--- config.mk ---
export PLATFORM = sky130hd
export DESIGN_NAME = seq_det_ctrl
export DESIGN_NICKNAME = d
export VERILOG_FILES = /design/src/rtl/seq_det_ctrl.sv
export SDC_FILE = /design/constraint.sdc
export NUM_CORES = 1
export LEC_CHECK = 0
export BUFFER_PORTS_ARGS = -buffer_cell sky130_fd_sc_hd__clkbuf_2
export CAP_MARGIN = 30
export CORE_UTILIZATION = 60
export CTS_CLUSTER_DIAMETER = 40
export CTS_CLUSTER_SIZE = 20
export DETAILED_ROUTE_END_ITERATION = 8
export GPL_TIMING_DRIVEN = 0
export HOLD_SLACK_MARGIN = 0.08
export PLACE_DENSITY = 0.93
export SLEW_MARGIN = 20
export SYNTH_ARGS = -nofsm -noshare
export SYNTH_HDL_FRONTEND = slang
export SYNTH_SLANG_ARGS = --single-unit
--- constraint.sdc ---
create_clock -name clk_i -period 9.1 [get_ports clk_i]
set_input_delay 0 -clock clk_i [delete_from_list [all_inputs] [get_ports clk_i]]
set_output_delay 0 -clock clk_i [all_outputs]
set_load 0.03 [all_outputs]
--- src/rtl/seq_det_ctrl.sv ---
// Run-time bit-serial sequence detector: programmable pattern, overlap mode,
// match limit and sample window, armed by start and ended by limit/window/abort.
module seq_det_ctrl #(
    parameter int PAT_W = 4,
    parameter int CNT_W = 8,
    parameter int WIN_W = 16
) (
    input  logic             clk_i,
    input  logic             rst_ni,
    input  logic             start_i,
    input  logic             abort_i,
    input  logic [PAT_W-1:0] pattern_i,
    input  logic             overlap_i,
    input  logic [WIN_W-1:0] window_i,
    input  logic [CNT_W-1:0] max_match_i,
    input  logic             signal_i,
    output logic             busy_o,
    output logic             match_o,
    output logic [CNT_W-1:0] match_cnt_o,
    output logic             done_o,
    output logic             timeout_o
);

    localparam int FW = $clog2(PAT_W + 1);
    localparam logic [FW-1:0] FILL_FULL = FW'(PAT_W);

    typedef enum logic [1:0] {IDLE, SEARCH, DONE} state_t;

    state_t           state_q;
    logic [PAT_W-1:0] pat_q, hist_q, hist_d;
    logic             ovl_q;
    logic [WIN_W-1:0] win_q, bits_q, bits_d;
    logic [CNT_W-1:0] max_q, cnt_q, cnt_d;
    logic [FW-1:0]    fill_q, fill_d;
    logic             busy_q, match_q, done_q, timeout_q;
    logic             hit, lim_hit, win_hit;

    // Candidate next values for a sampling edge in SEARCH.
    always_comb begin
        hist_d  = {hist_q[PAT_W-2:0], signal_i};
        fill_d  = (fill_q == FILL_FULL) ? fill_q : fill_q + FW'(1);
        bits_d  = bits_q + WIN_W'(1);
        hit     = (fill_d == FILL_FULL) && (hist_d == pat_q);
        cnt_d   = (hit && (cnt_q != '1)) ? cnt_q + CNT_W'(1) : cnt_q;
        lim_hit = hit && (max_q != '0) && (cnt_d == max_q);
        win_hit = (win_q != '0) && (bits_d == win_q);
    end

    always_ff @(posedge clk_i) begin
        if (!rst_ni) begin
            state_q   <= IDLE;
            pat_q     <= '0;
            ovl_q     <= 1'b0;
            win_q     <= '0;
            max_q     <= '0;
            hist_q    <= '0;
            fill_q    <= '0;
            bits_q    <= '0;
            cnt_q     <= '0;
            busy_q    <= 1'b0;
            match_q   <= 1'b0;
            done_q    <= 1'b0;
            timeout_q <= 1'b0;
        end else begin
            match_q <= 1'b0;
            done_q  <= 1'b0;
            case (state_q)
                IDLE: begin
                    if (start_i) begin
                        pat_q     <= pattern_i;
                        ovl_q     <= overlap_i;
                        win_q     <= window_i;
                        max_q     <= max_match_i;
                        hist_q    <= '0;
                        fill_q    <= '0;
                        bits_q    <= '0;
                        cnt_q     <= '0;
                        timeout_q <= 1'b0;
                        busy_q    <= 1'b1;
                        state_q   <= SEARCH;
                    end
                end
                SEARCH: begin
                    if (abort_i) begin
                        busy_q    <= 1'b0;
                        done_q    <= 1'b1;
                        timeout_q <= 1'b0;
                        state_q   <= DONE;
                    end else begin
                        hist_q  <= hist_d;
                        // Non-overlapping mode demands PAT_W fresh bits after each hit.
                        fill_q  <= (hit && !ovl_q) ? '0 : fill_d;
                        bits_q  <= bits_d;
                        match_q <= hit;
                        cnt_q   <= cnt_d;
                        if (lim_hit || win_hit) begin
                            busy_q    <= 1'b0;
                            done_q    <= 1'b1;
                            timeout_q <= win_hit && !lim_hit;
                            state_q   <= DONE;
                        end
                    end
                end
                DONE: state_q <= IDLE;
                default: begin
                    busy_q  <= 1'b0;
                    state_q <= IDLE;
                end
            endcase
        end
    end

    assign busy_o      = busy_q;
    assign match_o     = match_q;
    assign match_cnt_o = cnt_q;
    assign done_o      = done_q;
    assign timeout_o   = timeout_q;

endmodule

==> impl_metrics.yaml, run 1 <==
run_status:
  outcome: "completed"
critical_path:
  rr_startpoint: "fill_q[0]$_SDFFE_PN0P_"
  cpMaxStageDelayCell: "a211oi_1"
  path_buf_inv: 1
  cp-start-kind: "flip-flop"
  cp_slowest_stage_delay_ns: 0.48
  crit_arrival_ns: 3.82
  crit_chain: "inv_1, ha_1, or3b_1, a211o_1, a211oi_1, mux2i_1, xnor2_1, or3_1, nor4_2, o31ai_1"
  ff2ff_path_depth: 10
  cp-end-kind: "flip-flop"
  crit_family: "simple AND/OR/NAND/NOR gates"
  setup.worst_path.class: "reg -> reg"
  cp.required_ns: 9.30
  critPathMaxFanout: 5
  regToRegSetupSlack_ns: 5.48
  regToRegEndpoint: "state_q[0]$_SDFFE_PN0P_"
synthesis:
  synth_top_family_by_area: "simple AND/OR/NAND/NOR gates"
  synth_compound_area_frac: 0.190
  yosysUniqueCellTypes: 56
  synthAdderAreaFrac: 0.0162
  syn_avg_cell_area_um2: 7.72
  synthSimpleGateAreaFrac: 0.307
  yosysWarnings: 0
  muxShareOfSynthArea: 0.00812
  synth_edf_count: 0
  async_flop_share: 0
  syn-num-nets: 517
  netlist_area_um2: 3700
  yosysSeqAreaShare: 0.352
  synthFlopType: "dfxtp_1"
  ys_ff_latch: 65
  synth_xor_xnor_area_share: 0.0853
  synth_cells: 479
power:
  swShare: 0.274
  clkPwrFrac: 0.417
  power_w: 0.000694
  internal_power_w: 0.000504
  seqPwrFrac: 0.443
  netSwitchingPower_w: 0.000190
  ir_worst_vdd_v: 0.000129
  p_leak_nw: 1.69
  p_comb_frac: 0.140
  p_per_area_nw_per_um2: 153
clock_network:
  clk_pin_slew_ns: 0.07
  htree_levels: 3
  cts_tree: "built"
  cts.sinks: 65
  cts-root-buf: "clkbuf_8"
  cts_buffer_depth: 2
  cts_made_buffers: 9
  clock_latency_ns: 0.35
  post_cts_resized: 0
placement:
  dp_hpwl_um: 6830
  numPortBuffers: 44
  pre_cts_ws_ns: 5.89
  dp.cells: 598
  place_congestion: 0.981
global_route:
  antenna_found_initial: 0
  use_met1: 0.441
  grt_pass1_wl_um: 18600
  grt_usage: 0.379
  busiest_layer: "met2"
  grt_max_degree: 12
  grt_pass1_vias: 3954
  use_met2: 0.611
  use_met3: 0.0795
  overflow: 0
timing:
  relSlewSlack: 0.495
  slew_viol_final: 0
  fin_crit_sh: 0.398
  fin_skew_ns: 0.0108
  finalSetupTns_ns: 0
  worst_slack_ns: 5.48
  period_minus_slack_ns: 3.62
  max_freq_mhz: 276
  hold_violations: 0
  setup_viol_count_final: 0
  rsz0062_at_grt: "no"
  worst_pin_slew_ns: 0.756
cells_and_area:
  syn2layout_area_growth_pct: 23.1
  fillers: 363
  final_core_util: 0.768
  final_cells: 645
  diodes: 0
  seq_area_um2: 1300
  layout.nets: 603
  multiInputGateArea_um2: 2240
  drive_gt1_frac: 0.130
die:
  core_um2: 5920
  die_w_um: 80.5
  die_area_um2: 6480
  row_count: 28
  start_util: 0.624
  ios: 46
  fp.dieH_um: 80.5
min_path:
  holdPathStages: 3
  hold_start: "rst_ni"
  min_to: "busy_o$_SDFFE_PN0P_"
  min_path_type: "in -> reg"
detailed_routing:
  first_iter_violations: 626
  drc: 0
  wl_um: 11400
  drt-vias-per-instance: 6.39
  avgRoutedWirePerCell_um: 17.7
  vias: 4121
  first_pass_iters: 7
  antenna_left: 0
run:
  drv_cap: 0
==> cells in the mapped netlist, types with 2 or more instances <==
cell type  count  area, µm²
a211oi_1       3       22.5
a21boi_0      32        240
a21oi_1       26        130
a22oi_1        3       22.5
a31oi_1        3       18.8
a32o_1         2       20.0
and2_1         7       43.8
and3_1         4       25.0
and4_1         5       43.8
buf_2          4       20.0
clkbuf_1      26       97.6
dfxtp_1       65       1300
ha_1           4       50.1
inv_1          5       18.8
mux2i_1        3       30.0
nand2_1      104        390
nand2b_1       4       25.0
nand3_1       15       75.1
nand4_1        8       50.1
nor2_1        24       90.1
nor2b_1       16        100
nor3_1        15       75.1
nor3b_1        2       15.0
nor4_1         9       56.3
o21a_1         2       15.0
o21ai_0       15       75.1
o221a_2        3       33.8
o31a_1         2       17.5
o31ai_1        2       15.0
or3_1          4       25.0
or3b_1         2       17.5
or4_1          2       15.0
xnor2_1       27        236
xor2_1         9       78.8
==> power groups by stage <==
stage,combinational (W),clock (W),sequential [W]
floorplan,0.0000546,0,0.000311
global placement,0.0000767,0,0.000313
CTS,0.0000913,0.000284,0.000306
global route,0.000105,0.000300,0.000308
finish,0.0000971,0.000290,0.000308
detailed placement,0.0000796,0,0.000313
==> stage by stage <==
step | cell area (µm²) | hold slack (ns)
floorplan | 3700 | 0.137
global placement | 4010 | 0.233
detailed placement | 4010 | 0.242
CTS | 4550 | 0.118
global route | 4550 | 0.165
finish | 4550 | 0.152
==> logic make-up (layout without fill, tap and decap cells) <==
family,count (synthesis),in the layout
AO/OA/AOI/OAI,103,103
XOR/XNOR,36,36
adder cells (fa/ha/maj),5,5
buffers and inverters,37,128
flip-flops,65,65
multiplexers,3,3
AND/OR/NAND/NOR,230,230
==> worst reg2reg max path: stages, from the launching register on <==
cell	delay, ns
dfxtp_1	0.40
inv_1	0.09
ha_1	0.25
or3b_1	0.40
a211o_1	0.34
a211oi_1	0.48
mux2i_1	0.35
xnor2_1	0.15
or3_1	0.42
nor4_2	0.44
o31ai_1	0.15
==> registers in the layout (all words and copies together) (netlist names) <==
name,cells
bits_q,16
busy_o,1
done_o,1
fill_q,3
hist_q,3
match_cnt_o,8
match_o,1
max_q,8
ovl_q,1
pat_q,4
state_q,2
timeout_o,1
win_q,16
==> cell usage in the layout (no fill, tap or decap), drive strengths merged, types with 5 or more instances in the layout <==
master,Yosys,final
a21oi,26,26
buf,5,5
clkbuf,27,82
nor3,17,17
o21ai,15,15
nor2,24,24
and4,5,5
nand4,8,8
and2,7,7
a21boi,32,32
nand2,104,104
nor4,10,10
dlygate4sd3,0,31
xor2,9,9
nor2b,16,16
xnor2,27,27
nand3,15,15
dfxtp,65,65
inv,5,5
==> worst max path at each step <==
stage / cells past startpoint / end / start
after floorplan: 11 / timeout_o$_SDFFE_PN0P_ / fill_q[0]$_SDFFE_PN0P_
after global placement: 10 / done_o$_SDFF_PN0_ / fill_q[0]$_SDFFE_PN0P_
after global routing: 10 / state_q[0]$_SDFFE_PN0P_ / fill_q[0]$_SDFFE_PN0P_
final: 10 / state_q[0]$_SDFFE_PN0P_ / fill_q[0]$_SDFFE_PN0P_
after detailed placement: 10 / done_o$_SDFF_PN0_ / fill_q[0]$_SDFFE_PN0P_
after CTS: 11 / state_q[0]$_SDFFE_PN0P_ / fill_q[0]$_SDFFE_PN0P_
==> repair_timing <==
action / 4_1_cts / 5_1_grt
setup buffers: 0 / 0
endpoints found under the setup margin: 0 / 0
hold endpoints to repair: 33 / 0
hold buffers: 31 / 0
==> cell type report <==
cell class                      instances  area share
Sequential cell                        65       0.286
Buffer                                 32      0.0294
Timing Repair Buffer                   75       0.117
Tap cell                               75      0.0206
Clock buffer                           11      0.0333
Clock inverter                          5      0.0171
Inverter                                5     0.00413
Multi-Input combinational cell        377       0.493
==> per-layer routing <==
metal,up-vias,part of all wire
met2,290,0.46
met5,-,0
met4,0,0.069
li1,1841,-
met3,96,0.093
met1,1894,0.38
No activity file was read; power rests on OpenSTA's default activity.
==> inputs of run 2 (changes only) <==
Settings changed: CORE_UTILIZATION 60 to 53, PLACE_DENSITY 0.93 to 0.88.
Clock period 9.1 ns to 3.3 ns, I/O delays scaled along.
==> run 2 against run 1 <==
Net effect:
- worst setup slack lost 5.5 ns
- first-iteration DRC count fell by 28%
- flip-flop and latch count stayed put
- register-to-register slack lost 5.5 ns
- power grew to 2.7 times the previous value
- sequential power grew to 2.8 times the previous value
- highest routed layer unchanged
==> impl_metrics.yaml, run 2 (same netlist as run 1, synthesis figures left out) <==
run_status:
  outcome: "completed"
critical_path:
  cp-end-kind: "flip-flop"
  cpMaxStageDelayCell: "nor4_4"
  crit_arrival_ns: 3.57
  setup.worst_path.class: "reg -> reg"
  regToRegSetupSlack_ns: 0.03
  regToRegEndpoint: "done_o$_SDFF_PN0_"
  cp_slowest_stage_delay_ns: 0.42
  crit_chain: "inv_1, ha_1, or3b_1, a211o_1, a21o_1, buf_6, nor2_1, mux2i_1, xnor2_1, nor4_4, o31a_1"
  rr_startpoint: "fill_q[0]$_SDFFE_PN0P_"
  cp.required_ns: 3.60
  ff2ff_path_depth: 11
  cp-start-kind: "flip-flop"
  critPathMaxFanout: 9
clock_network:
  cts_buffer_depth: 2
  htree_levels: 3
  cts_made_buffers: 9
  cts_tree: "built"
  clock_latency_ns: 0.37
  cts-root-buf: "clkbuf_8"
  cts.sinks: 65
  clk_pin_slew_ns: 0.08
cells_and_area:
  multiInputGateArea_um2: 2280
  seq_area_um2: 1300
  layout.nets: 604
  syn2layout_area_growth_pct: 24.0
  layout_commonest_cell: "nand2_1"
  diodes: 0
  fillers: 508
  final_core_util: 0.678
  drive_gt1_frac: 0.135
  final_cell_mix: "104 x nand2_1, 64 x dfxtp_1, 45 x clkbuf_2"
  reg_top3: "bits_q (16), win_q (16)"
power:
  p_per_area_nw_per_um2: 404
  ir_worst_vdd_v: 0.000307
  p_leak_nw: 1.68
global_route:
  grt_max_degree: 15
  grt_pass1_vias: 3617
  grt_pass1_wl_um: 17500
  grt_usage: 0.307
  overflow: 0
  antenna_found_initial: 0
min_path:
  min_path_type: "in -> reg"
  holdPathStages: 6
  hold_start: "start_i"
  min_to: "timeout_o$_SDFFE_PN0P_"
detailed_routing:
  drt-vias-per-instance: 6.17
  first_pass_iters: 7
  vias: 4014
  avgRoutedWirePerCell_um: 16.9
  antenna_left: 0
  drc: 0
  wl_um: 11000
  first_iter_violations: 452
timing:
  worst_pin_slew_ns: 0.722
  fin_skew_ns: 0.0126
  slew_viol_final: 0
  max_freq_mhz: 306
  finalSetupTns_ns: 0
  relSlewSlack: 0.517
  rsz0062_at_grt: "no"
  period_minus_slack_ns: 3.27
  hold_violations: 0
  setup_viol_count_final: 0
  fin_crit_sh: 0.990
die:
  ios: 46
  fp.dieH_um: 85.5
  row_count: 30
  core_um2: 6760
  die_w_um: 85.5
  die_area_um2: 7310
  start_util: 0.547
placement:
  numPortBuffers: 44
  place_congestion: 0.893
  dp_hpwl_um: 6880
run:
  drv_cap: 0
run 2: worst max-delay path by stage:
stage	depth (start not counted)	start	slack, ns	endpoint
final	11	fill_q[0]$_SDFFE_PN0P_	0.03	done_o$_SDFF_PN0_
after global routing	11	fill_q[0]$_SDFFE_PN0P_	0.005	busy_o$_SDFFE_PN0P_
after CTS	10	fill_q[0]$_SDFFE_PN0P_	0.02	done_o$_SDFF_PN0_
after detailed placement	11	fill_q[0]$_SDFFE_PN0P_	0.11	timeout_o$_SDFFE_PN0P_
after global placement	11	fill_q[0]$_SDFFE_PN0P_	0.13	timeout_o$_SDFFE_PN0P_
after floorplan	11	fill_q[0]$_SDFFE_PN0P_	0.43	timeout_o$_SDFFE_PN0P_
run 2: worst max-delay path: cells and delay by family (launching register included):
| family | cells | cell delay, ns |
|---|---|---|
| compound gates | 3 | 0.78 |
| buf+inv | 2 | 0.22 |
| simple gates | 3 | 1.08 |
| mux | 1 | 0.32 |
| fa+ha+maj | 1 | 0.23 |
| flops | 1 | 0.37 |
| xor+xnor | 1 | 0.19 |
run 2: area by class of cell:
class                   count  area share
inverters                   5     0.00410
repair buffers             76       0.118
multi-input cells         377       0.498
clock inverters             7      0.0180
plain buffers              32      0.0292
clock buffers               9      0.0270
well taps                  80      0.0218
flip-flops and latches     65       0.284
run 2: power breakdown:
part | total [W] | leakage [nW] | internal, W | switching [W]
Clock | 0.000734 | 0.0988 | 0.000362 | 0.000372
Sequential | 0.000848 | 0.529 | 0.000814 | 0.0000343
Combinational | 0.000270 | 1.05 | 0.000115 | 0.000155
run 2: metrics by stage:
stage          hold WS (ns)  std cells  area [µm²]  total power (W)  setup WS [ns]
2_1_floorplan         0.137        479        3700          0.00101          0.433
3_3_place_gp          0.233        603        4020          0.00107          0.128
3_5_place_dp          0.241        603        4020          0.00108          0.114
4_1_cts               0.152        651        4550          0.00183         0.0216
5_1_grt               0.197        651        4580          0.00191        0.00532
6_report              0.177        651        4580          0.00185         0.0315
run 2: timing repair:
item,in CTS,in global routing
pin swaps,0,1
setup endpoints to repair,1,5
gates cloned,0,0
buffers inserted,0,0
resized for setup,1,5
hold buffers,32,0
endpoints found under the hold margin,36,0
run 2: per-layer routing:
| metal | vias to the layer above | GRT usage | wire length, µm |
|---|---|---|---|
| li1 | 1850 | - | - |
| met1 | 1872 | 0.400 | 4460 |
| met2 | 249 | 0.503 | 5220 |
| met3 | 43 | 0.0404 | 914 |
| met4 | 0 | 0.155 | 413 |
| met5 | - | 0 | 0 |
